[src/rtl/alu_issue_ctrl.sv]
`default_nettype none
// ============================================================================
//  Module      : alu_issue_ctrl
//  Description : Issue controller in front of the 8-bit ALU. It accepts one
//                instruction per valid/ready handshake and reads operands from
//                a small register file. It presents registered operands and
//                the select to the ALU, then captures the result and flags.
//                It writes the result back and pulses a one-cycle strobe when
//                the instruction completes.
//  Revision    : 1.0 - initial release
// ============================================================================
module alu_issue_ctrl #(
    parameter int DATA_W = 8,
    parameter int NREGS  = 4
) (
    input  logic              clk,
    input  logic              rst_n,
    // instruction handshake
    input  logic              instr_valid,
    output logic              instr_ready,
    input  logic [3:0]        instr_op,
    input  logic [1:0]        instr_rd,
    input  logic [1:0]        instr_rs,
    input  logic [1:0]        instr_rt,
    input  logic [DATA_W-1:0] instr_imm,
    // ALU side
    output logic [DATA_W-1:0] alu_a,
    output logic [DATA_W-1:0] alu_b,
    output logic [3:0]        alu_sel,
    input  logic [DATA_W-1:0] alu_out,
    input  logic              alu_carry,
    input  logic              alu_z,
    // completion report
    output logic              res_valid,
    output logic [DATA_W-1:0] res_data,
    output logic              res_carry,
    output logic              res_zero,
    output logic              res_err,
    // debug read port
    input  logic [1:0]        dbg_addr,
    output logic [DATA_W-1:0] dbg_data
);

    // opcode encodings understood by the controller
    localparam logic [3:0] c_OP_LDI = 4'b0000;
    localparam logic [3:0] c_OP_ADD = 4'b0001;
    localparam logic [3:0] c_OP_SUB = 4'b0010;
    localparam logic [3:0] c_OP_NOR = 4'b0011;
    localparam logic [3:0] c_OP_EQ  = 4'b0110;
    localparam logic [3:0] c_OP_LT  = 4'b1000;
    localparam logic [3:0] c_OP_SHL = 4'b1011;
    localparam logic [3:0] c_OP_SHR = 4'b1100;

    typedef enum logic [1:0] {
        S_IDLE  = 2'd0,
        S_ISSUE = 2'd1,
        S_DONE  = 2'd2
    } state_t;

    state_t            r_state;
    logic [DATA_W-1:0] r_regs [NREGS];
    logic [1:0]        r_rd;
    logic [DATA_W-1:0] r_imm;
    logic              w_op_is_alu;

    // ready is a pure decode of the state, so it reads 1 while reset holds IDLE
    assign instr_ready = (r_state == S_IDLE);

    // debug port looks straight into the register file
    assign dbg_data = r_regs[dbg_addr];

    // classify the latched opcode; alu_sel doubles as the latched opcode copy
    always_comb begin
        w_op_is_alu = 1'b0;
        case (alu_sel)
            c_OP_ADD, c_OP_SUB, c_OP_NOR, c_OP_EQ,
            c_OP_LT,  c_OP_SHL, c_OP_SHR: w_op_is_alu = 1'b1;
            default:                      w_op_is_alu = 1'b0;
        endcase
    end

    // issue FSM with register file, ALU operand and result registers
    always_ff @(posedge clk or negedge rst_n) begin
        if (!rst_n) begin
            r_state   <= S_IDLE;
            for (int i = 0; i < NREGS; i++) begin
                r_regs[i] <= '0;
            end
            r_rd      <= '0;
            r_imm     <= '0;
            alu_a     <= '0;
            alu_b     <= '0;
            alu_sel   <= '0;
            res_valid <= 1'b0;
            res_data  <= '0;
            res_carry <= 1'b0;
            res_zero  <= 1'b0;
            res_err   <= 1'b0;
        end else begin
            case (r_state)
                S_IDLE: begin
                    if (instr_valid) begin
                        // operands are read here, so rd == rs/rt sees the old value
                        alu_a   <= r_regs[instr_rs];
                        alu_b   <= r_regs[instr_rt];
                        alu_sel <= instr_op;
                        r_rd    <= instr_rd;
                        r_imm   <= instr_imm;
                        r_state <= S_ISSUE;
                    end
                end
                S_ISSUE: begin
                    if (alu_sel == c_OP_LDI) begin
                        r_regs[r_rd] <= r_imm;
                        res_data     <= r_imm;
                        res_carry    <= 1'b0;
                        res_zero     <= 1'b0;
                        res_err      <= 1'b0;
                    end else if (w_op_is_alu) begin
                        r_regs[r_rd] <= alu_out;
                        res_data     <= alu_out;
                        res_carry    <= alu_carry;
                        res_zero     <= alu_z;
                        res_err      <= 1'b0;
                    end else begin
                        // unsupported opcode: report, but leave the register file alone
                        res_data     <= '0;
                        res_carry    <= 1'b0;
                        res_zero     <= 1'b0;
                        res_err      <= 1'b1;
                    end
                    res_valid <= 1'b1;
                    r_state   <= S_DONE;
                end
                S_DONE: begin
                    // strobe and error flag are one-shot; data and flags hold
                    res_valid <= 1'b0;
                    res_err   <= 1'b0;
                    r_state   <= S_IDLE;
                end
                default: begin
                    r_state <= S_IDLE;
                end
            endcase
        end
    end

endmodule
`default_nettype wire

[config.mk]
export PLATFORM = sky130hd
export DESIGN_NAME = alu_issue_ctrl
export DESIGN_NICKNAME = d
export VERILOG_FILES = /design/src/rtl/alu_issue_ctrl.sv
export SDC_FILE = /design/constraint.sdc
export NUM_CORES = 1
export LEC_CHECK = 0
export CORE_AREA = 8 8 82 103
export DETAILED_ROUTE_END_ITERATION = 10
export DIE_AREA = 0 0 90 111
export PLACE_DENSITY = 0.8
export SLEW_MARGIN = 25
export SYNTH_ARGS = -nofsm -noshare
export SYNTH_HDL_FRONTEND = slang
export SYNTH_SLANG_ARGS = --single-unit
[constraint.sdc]
create_clock -name clk -period 6.4 [get_ports clk]
set_input_delay 1.28 -clock clk [delete_from_list [all_inputs] [get_ports clk]]
set_output_delay 1.28 -clock clk [all_outputs]
set_load 0.1 [all_outputs]
### Yosys cells after proc, flatten, opt, wreduce, memory -nomap -nowiden

Index checks and enable logic that the tools add are counted.
W data, S select, Z words.

* $lt $le $gt $ge: 5
* equality and inequality tests: 10
* multiplexer cells: 28
* bitwise operators: 4
* reductions and logical operators: 8

Operators with widths (count)
* $mux W8: 9
* $bwmux W32: 2
* $mux W32: 2
* $bmux W8 S2: 3
* $demux W8 S2: 1
* $eq A4 B4 Y1 const B: 3
* $ge A3 B3 Y1 const B: 4
* $not A2 Y3: 4
* $eq A4 B2 Y1 const B: 2
* $mux W1: 7
* $reduce_or A7 Y1: 1
* $eq A4 B1 Y1 const B: 1
* $eq A4 B3 Y1 const B: 1
* $logic_not A4 Y1: 1
* $pmux W1 S2: 2
* $pmux W2 S2: 1
* $reduce_and A2 Y1: 2
* $reduce_bool A2 Y1: 2
* $lt A3 B1 Y1 const B: 1
* $eq A2 B1 Y1 const B: 1
* $eq A2 B2 Y1 const B: 1
* $logic_not A2 Y1: 1
* $mux W2: 1
* $ne A2 B2 Y1 const B: 1
* $logic_and A1 B1 Y1: 1

* flip-flop bits (word level): 76
* word-level logic and storage cells: 70

### Logic depth before layout (Yosys ltp)

Gate-level depths: netlist of run 1.

* depth in word-level cells: 8
* gate-level depth with buffers: 8
* gate-level depth less buffers: 6

### Worst setup path before layout of run 1

Ideal clock, no wire load.

* kind: input port to output port
* from: input dbg_addr[0]
* to: output dbg_data[0]
* data arrival time: 2.540 ns
* slack: 2.580 ns
* stages: 2
* buffers on the path: 1
* cell sequence: clkbuf_1 -> mux4_2

* longest elaborated chain between the ends: 4

RTL lines
* from (decl): line 40 `input logic [1:0] dbg_addr,`
* $not A2 Y3 (not written as such): line 70 `assign dbg_data = r_regs[dbg_addr];`
* $bmux W8 S2: line 70
* $mux W8 (not written as such) (2 in series): line 70
* to (decl): line 41 `output logic [DATA_W-1:0] dbg_data`

Every way passes these cells. The select of a mux whose other input is x is not followed.

### Final worst setup path of run 1

* from: input dbg_addr[0]
* to: output dbg_data[3]

The elaborated chain is that of the path after synthesis.

==> run metrics, run 1 <==
sequential cell area ~1900 sq um; first-pass GRT wire length roughly 13000 um; share of cells above drive strength 1 between 30 and 40%; most used routing layer met2; CTS tree done; Worst path depth 3; Post-CTS Resized 0; R2R Setup Slk approximately 3800 ps; CP max-delay cell clkdlybuf4s50_1; die area roughly 10000 sq um; Sinks on Clock Net 76; Mean Syn Cell Area 14.39 sq um; WL final between 7000 and 8000 um; CP startpoint kind primary input; CP Capture Point dbg_data[3]; Post-Syn Instances around 250; Crit Path Max Fanout 8; fin util between 60% and 70%; Critical path origin dbg_addr[0]; critical path, cell by cell clkdlybuf4s50_1 -> mux4_2 -> clkdlybuf4s50_1; max-slew violations 0; Synth area leaders dfrtp_1 (52%), mux2_2 (19%), mux4_2 (15%), a21o_1 (1.4%), inv_1 (1.4%); Post-CTS Hold Buffers 0; Syn Nets 291; gr ovfl total 0; r2r endpoint r_regs[5]; met3 GRT Util under 10%; Worst EP arrival about 3700 ps; Area growth syn-to-layout 28.07%; PortBufs 73; post-route ant nets 0; FF-to-FF path depth 6; I/O pins 74; hold violation count in the final report 0; hold_sp r_imm[7]; diodes inserted 0; WS Path Type in -> out; critical path capture point type output pin; met1 usage 19.39%; Syn. warnings 0; Hold Crit Class reg -> reg; Crit path max-delay family buffers and inverters; routed wire length per instance ~18 um; worst path required time around 5100 ps; status complete, no violations; share of the synthesized area in the top cell type 52.04%; maximum level of the CTS H-tree 3; maxcap violations 0; CTS Buffer Depth 2; crit path time final around 5000 ps; RePlAce Congestion around 0.8; initial antenna violation count 0; flops & latches, synth 76; post-synthesis sequential area ratio approximately 52%; worst r2r src r_state[1]; Worst-path clk slew around 70 ps; RSZ-0062 raised after global routing false; Final #Nets between 300 and 400; vias in the first global route 2598; Iteration-0 DRC Markers a little under 100; multi-input logic area 1649 sq um; Die X ~90 um; Buf/Inv on CP 2; 1st-pass router iterations 4; Initial Util ~54%; pin count of the biggest net entering global routing 77; Num CTS Buffers 9; Setup Skew ~9.4 ps; Worst path most repeated cell clkdlybuf4s50_1; Die Height ~110 um; Slowest Stage Delay on Critical Path just under 1000 ps; Slew HR between 30 and 40%; vias between 2k and 2.5k; Max Clock Freq slightly above 0.2 GHz; Final setup viols 0; Core Box Area roughly 6800 sq um; Overall Global Routing Usage about 17%; Skew-Pair Late Insertion Delay about 340 ps; worst slew pin tran 984.6 ps; HPWL after detailed placement roughly 5700 um; cell taking the most area after synthesis dfrtp_1; DRC 0; Fillers roughly 500; worst hold stages 1; row count 34; routing usage on met2 27.41%; Cell variety after synth 27; Root Driver clkbuf_8; Setup Buffers After CTS 0; Cell Area, Synth 3655 sq um; Setup TNS 0 ps; Vias/cell approximately 5.6; Final period util around 78%
routing by layer:
metal | part of all wire (%) | up-vias | wire length [um]
met3 | 5.0 | 15 | 388
met5 | 0 | - | 0
li1 | - | 1082 | -
met2 | 52 | 64 | 4040
met4 | 2.1 | 0 | 165
met1 | 41 | 1184 | 3191
flip-flops by register name, indices dropped and copies added (netlist names):
signal,flops
res_carry,1
res_zero,1
r_imm,8
r_rd,2
alu_a,8
res_err,1
alu_sel,4
r_state,2
r_regs,32
alu_b,8
res_data,8
res_valid,1
worst reg2reg max path, cell delays in order, from the launching register on:
cell      delay (ps)
dfrtp_1          400
inv_1            130
ha_1             560
inv_1            180
a221oi_2         380
and3_1           500
mux2_2           390
through the flow:
| step | area (sq um) | setup slack (ps) | instances | hold WS [ps] |
|---|---|---|---|---|
| after floorplan | 3655 | 2580 | 254 | 473.7 |
| after global placement | 4459 | 1441 | 406 | 484.2 |
| after detailed placement | 4459 | 1391 | 406 | 491.5 |
| after CTS | 4677 | 1393 | 422 | 507.4 |
| after global routing | 4681 | 1335 | 422 | 520.2 |
| final | 4681 | 1431 | 422 | 504.3 |
placed cells by master, fill, tap and decap left out:
| master | netlist | final |
|---|---|---|
| dfrtp_1 | 76 | 76 |
| clkdlybuf4s50_1 | 0 | 72 |
| mux2_2 | 63 | 63 |
| mux4_2 | 24 | 24 |
| inv_1 | 14 | 14 |
| nand2_1 | 10 | 10 |
| nor2_1 | 10 | 10 |
| clkbuf_8 | 0 | 10 |
| a21oi_1 | 8 | 8 |
| o21ai_0 | 7 | 7 |
| a21o_1 | 7 | 7 |
| ha_1 | 4 | 4 |
| o21ai_1 | 3 | 3 |
| nand3b_2 | 2 | 2 |
| a22o_1 | 2 | 2 |
| bufinv_16 | 0 | 2 |
| clkbuf_1 | 10 | 2 |
| buf_4 | 0 | 2 |
| nor4_2 | 1 | 1 |
| xor2_1 | 1 | 1 |
| o21bai_1 | 1 | 1 |
| a221oi_2 | 1 | 1 |
| and3_1 | 1 | 1 |
| nand2b_1 | 1 | 1 |
| a22oi_1 | 1 | 1 |
| nand3_1 | 1 | 1 |
| o311ai_0 | 1 | 1 |
| o22ai_1 | 1 | 1 |
| o31ai_1 | 1 | 1 |
| clkinv_2 | 0 | 1 |
| clkinvlp_4 | 0 | 1 |
| buf_6 | 0 | 1 |
layout make-up:
| cell class | instances | share of cell area, % |
|---|---|---|
| clock buffers | 12 | 3.101 |
| well taps | 90 | 2.406 |
| inverters | 14 | 1.123 |
| multi-input cells | 151 | 35.23 |
| flip-flops and latches | 76 | 40.63 |
| repair buffers | 75 | 15.96 |
| clock inverters | 4 | 1.550 |
Yosys cell counts, drive strengths merged:
library cell,n
xor2,1
o311ai,1
mux4,24
and3,1
clkbuf,10
mux2,63
nor4,1
buf,3
inv,14
a22oi,1
a22o,2
ha,4
dfrtp,76
a21oi,8
a221oi,1
nor2,10
nand3b,2
a21o,7
o22ai,1
o21ai,10
nand2b,1
o21bai,1
o31ai,1
nand2,10
nand3,1
cells by family (layout without fill, tap and decap cells):
logic type / Yosys count / after routing / share of synthesized area, %
AO/OA/AOI/OAI: 33 / 33 / 5.820
XOR/XNOR: 1 / 1 / 0.2397
adder cells (fa/ha/maj): 4 / 4 / 1.369
buffers and inverters: 27 / 105 / 2.842
flip-flops: 76 / 76 / 52.04
multiplexers: 87 / 87 / 34.20
AND/OR/NAND/NOR: 26 / 26 / 3.492
worst min path at each step:
stage	to	slack [ps]
final	r_imm[7]	500
after CTS	r_imm[7]	510
after floorplan	r_imm[7]	470
after global placement	r_imm[7]	480
after global routing	r_imm[6]	520
after detailed placement	alu_a[3]	490
Power of run 1 is not shown: default switching activity piles up to over one toggle a cycle in this logic, so the estimate is an artifact.
==> inputs of run 2 (changes only) <==
CORE_AREA = 8 8 89 111   (was 8 8 82 103)
DIE_AREA = 0 0 97 119   (was 0 0 90 111)
PLACE_DENSITY = 0.71   (was 0.8)
clock period = 4.4 ns   (was 6.4 ns; I/O delays follow)
==> run 2 against run 1 <==
Via count grew 0.47%. Global-route usage is 2.2 points lower. Utilization is 11 points lower. Non-clock buffer count unchanged. Register-to-register slack worse by 2000 ps. Critical path type unchanged. Critical endpoint is now dbg_data[7].
==> run metrics, run 2 (synthesized netlist as in run 1, its figures left out) <==
status complete, no violations; DRC 0; CP startpoint kind primary input; worst path required time roughly 3500 ps; Final period util around 78%; Die Height ~120 um; Crit path max-delay family buffers and inverters; multi-input logic area 1649 sq um; Initial Util 45.11%; row count 37; Final setup viols 0; Max Clock Freq ~0.29 GHz; WS Path Type in -> out; die area between 10000 and 15000 sq um; sequential cell area ~1900 sq um; Post-CTS Hold Buffers 0; Final #Nets 364; Crit Path Max Fanout 8; PortBufs 73; I/O pins 74; share of cells above drive strength 1 35.54%; Largest Register r_regs; initial antenna violation count 0; gr ovfl total 0; CTS tree done; Worst-path clk slew approximately 80 ps; 1st-pass router iterations 4; Setup TNS 0 ps; maxcap violations 0; critical path, cell by cell clkdlybuf4s50_1 -> mux4_2 -> buf_4; Root Driver clkbuf_8; vias in the first global route between 2k and 3k; Overall Global Routing Usage 14.39%; Post-CTS Resized 0; HPWL after detailed placement between 5000 and 6000 um; routed wire length per instance 18.86 um; CP max-delay cell clkdlybuf4s50_1; Fillers 665; CTS Buffer Depth 2; Sinks on Clock Net 76; max reg flops 32; Num CTS Buffers 9; post-route ant nets 0; WL final slightly above 8000 um; RePlAce Congestion approximately 0.74; crit path time final around 3400 ps; most frequent cells in the layout dfrtp_1 (76), clkdlybuf4s50_1 (64), mux2_2 (63); maximum level of the CTS H-tree 3; vias 2356; Skew-Pair Late Insertion Delay around 360 ps; R2R Setup Slk about 1700 ps; worst slew pin tran roughly 990 ps; Buf/Inv on CP 2; critical path capture point type output pin; Core Box Area 8102 sq um; Vias/cell roughly 5.5; Area growth syn-to-layout 28.18%; Die X between 90 and 100 um; Worst EP arrival 2540 ps; Slowest Stage Delay on Critical Path 830 ps; commonest non-fill, non-tap cell in the layout dfrtp_1; diodes inserted 0; Setup Buffers After CTS 0; first-pass GRT wire length between 10000 and 15000 um; hold violation count in the final report 0; pin count of the biggest net entering global routing 77; Setup Skew between 10 and 15 ps; Iteration-0 DRC Markers 65; RSZ-0062 raised after global routing false; Slew HR between 30% and 40%; max-slew violations 0; Hold Crit Class reg -> reg
==> run 2: layout make-up <==
cell class	instances	area share [%]
inverter	14	1.122
clock inverter	6	2.030
timing repair buffer	75	15.52
tap	97	2.591
clock buffer	10	2.938
multi-input combinational	151	35.20
sequential	76	40.60
==> run 2: per-layer routing <==
layer / track usage [%] / share of wire [%] / wire length, um / vias to the layer above
li1: - / - / - / 1084
met1: 16.75 / 43 / 3502 / 1188
met2: 24.13 / 50 / 4077 / 68
met3: 3.008 / 4.0 / 325 / 16
met4: 8.197 / 2.3 / 185 / 0
met5: 0 / 0 / 0 / -
==> run 2: worst paths after layout <==
check / from / cells after the start / to
worst max-delay path: dbg_addr[0] / 3 / dbg_data[7]
worst min register to register: alu_a[7] / 1 / alu_a[7]
worst max register to register: r_state[1] / 6 / r_regs[7]
worst min-delay path: alu_a[7] / 1 / alu_a[7]
max in group asynchronous: rst_n / 1 / r_regs[14]
min in group asynchronous: rst_n / 1 / res_err
==> run 2: worst reg2reg max path, cell delays in order, from the launching register on <==
cell and delay (ps):
dfrtp_1 400, inv_1 120, ha_1 570, inv_1 190
a221oi_2 400, and3_1 500, mux2_2 390
==> run 2: per-stage QoR <==
step           cell area [sq um]  cells  setup slack (ps)  hold slack [ps]  utilization, %
2_1_floorplan               3655    254              1380            473.7               -
3_3_place_gp                4448    413             971.1            484.0           54.90
3_5_place_dp                4448    413             925.8            491.5           54.90
4_1_cts                     4681    429             925.8            510.1           57.78
5_1_grt                     4684    429             837.9            528.6           57.82
6_report                    4684    429             975.7            506.4           57.82
Power of run 2 is left out for the same reason.
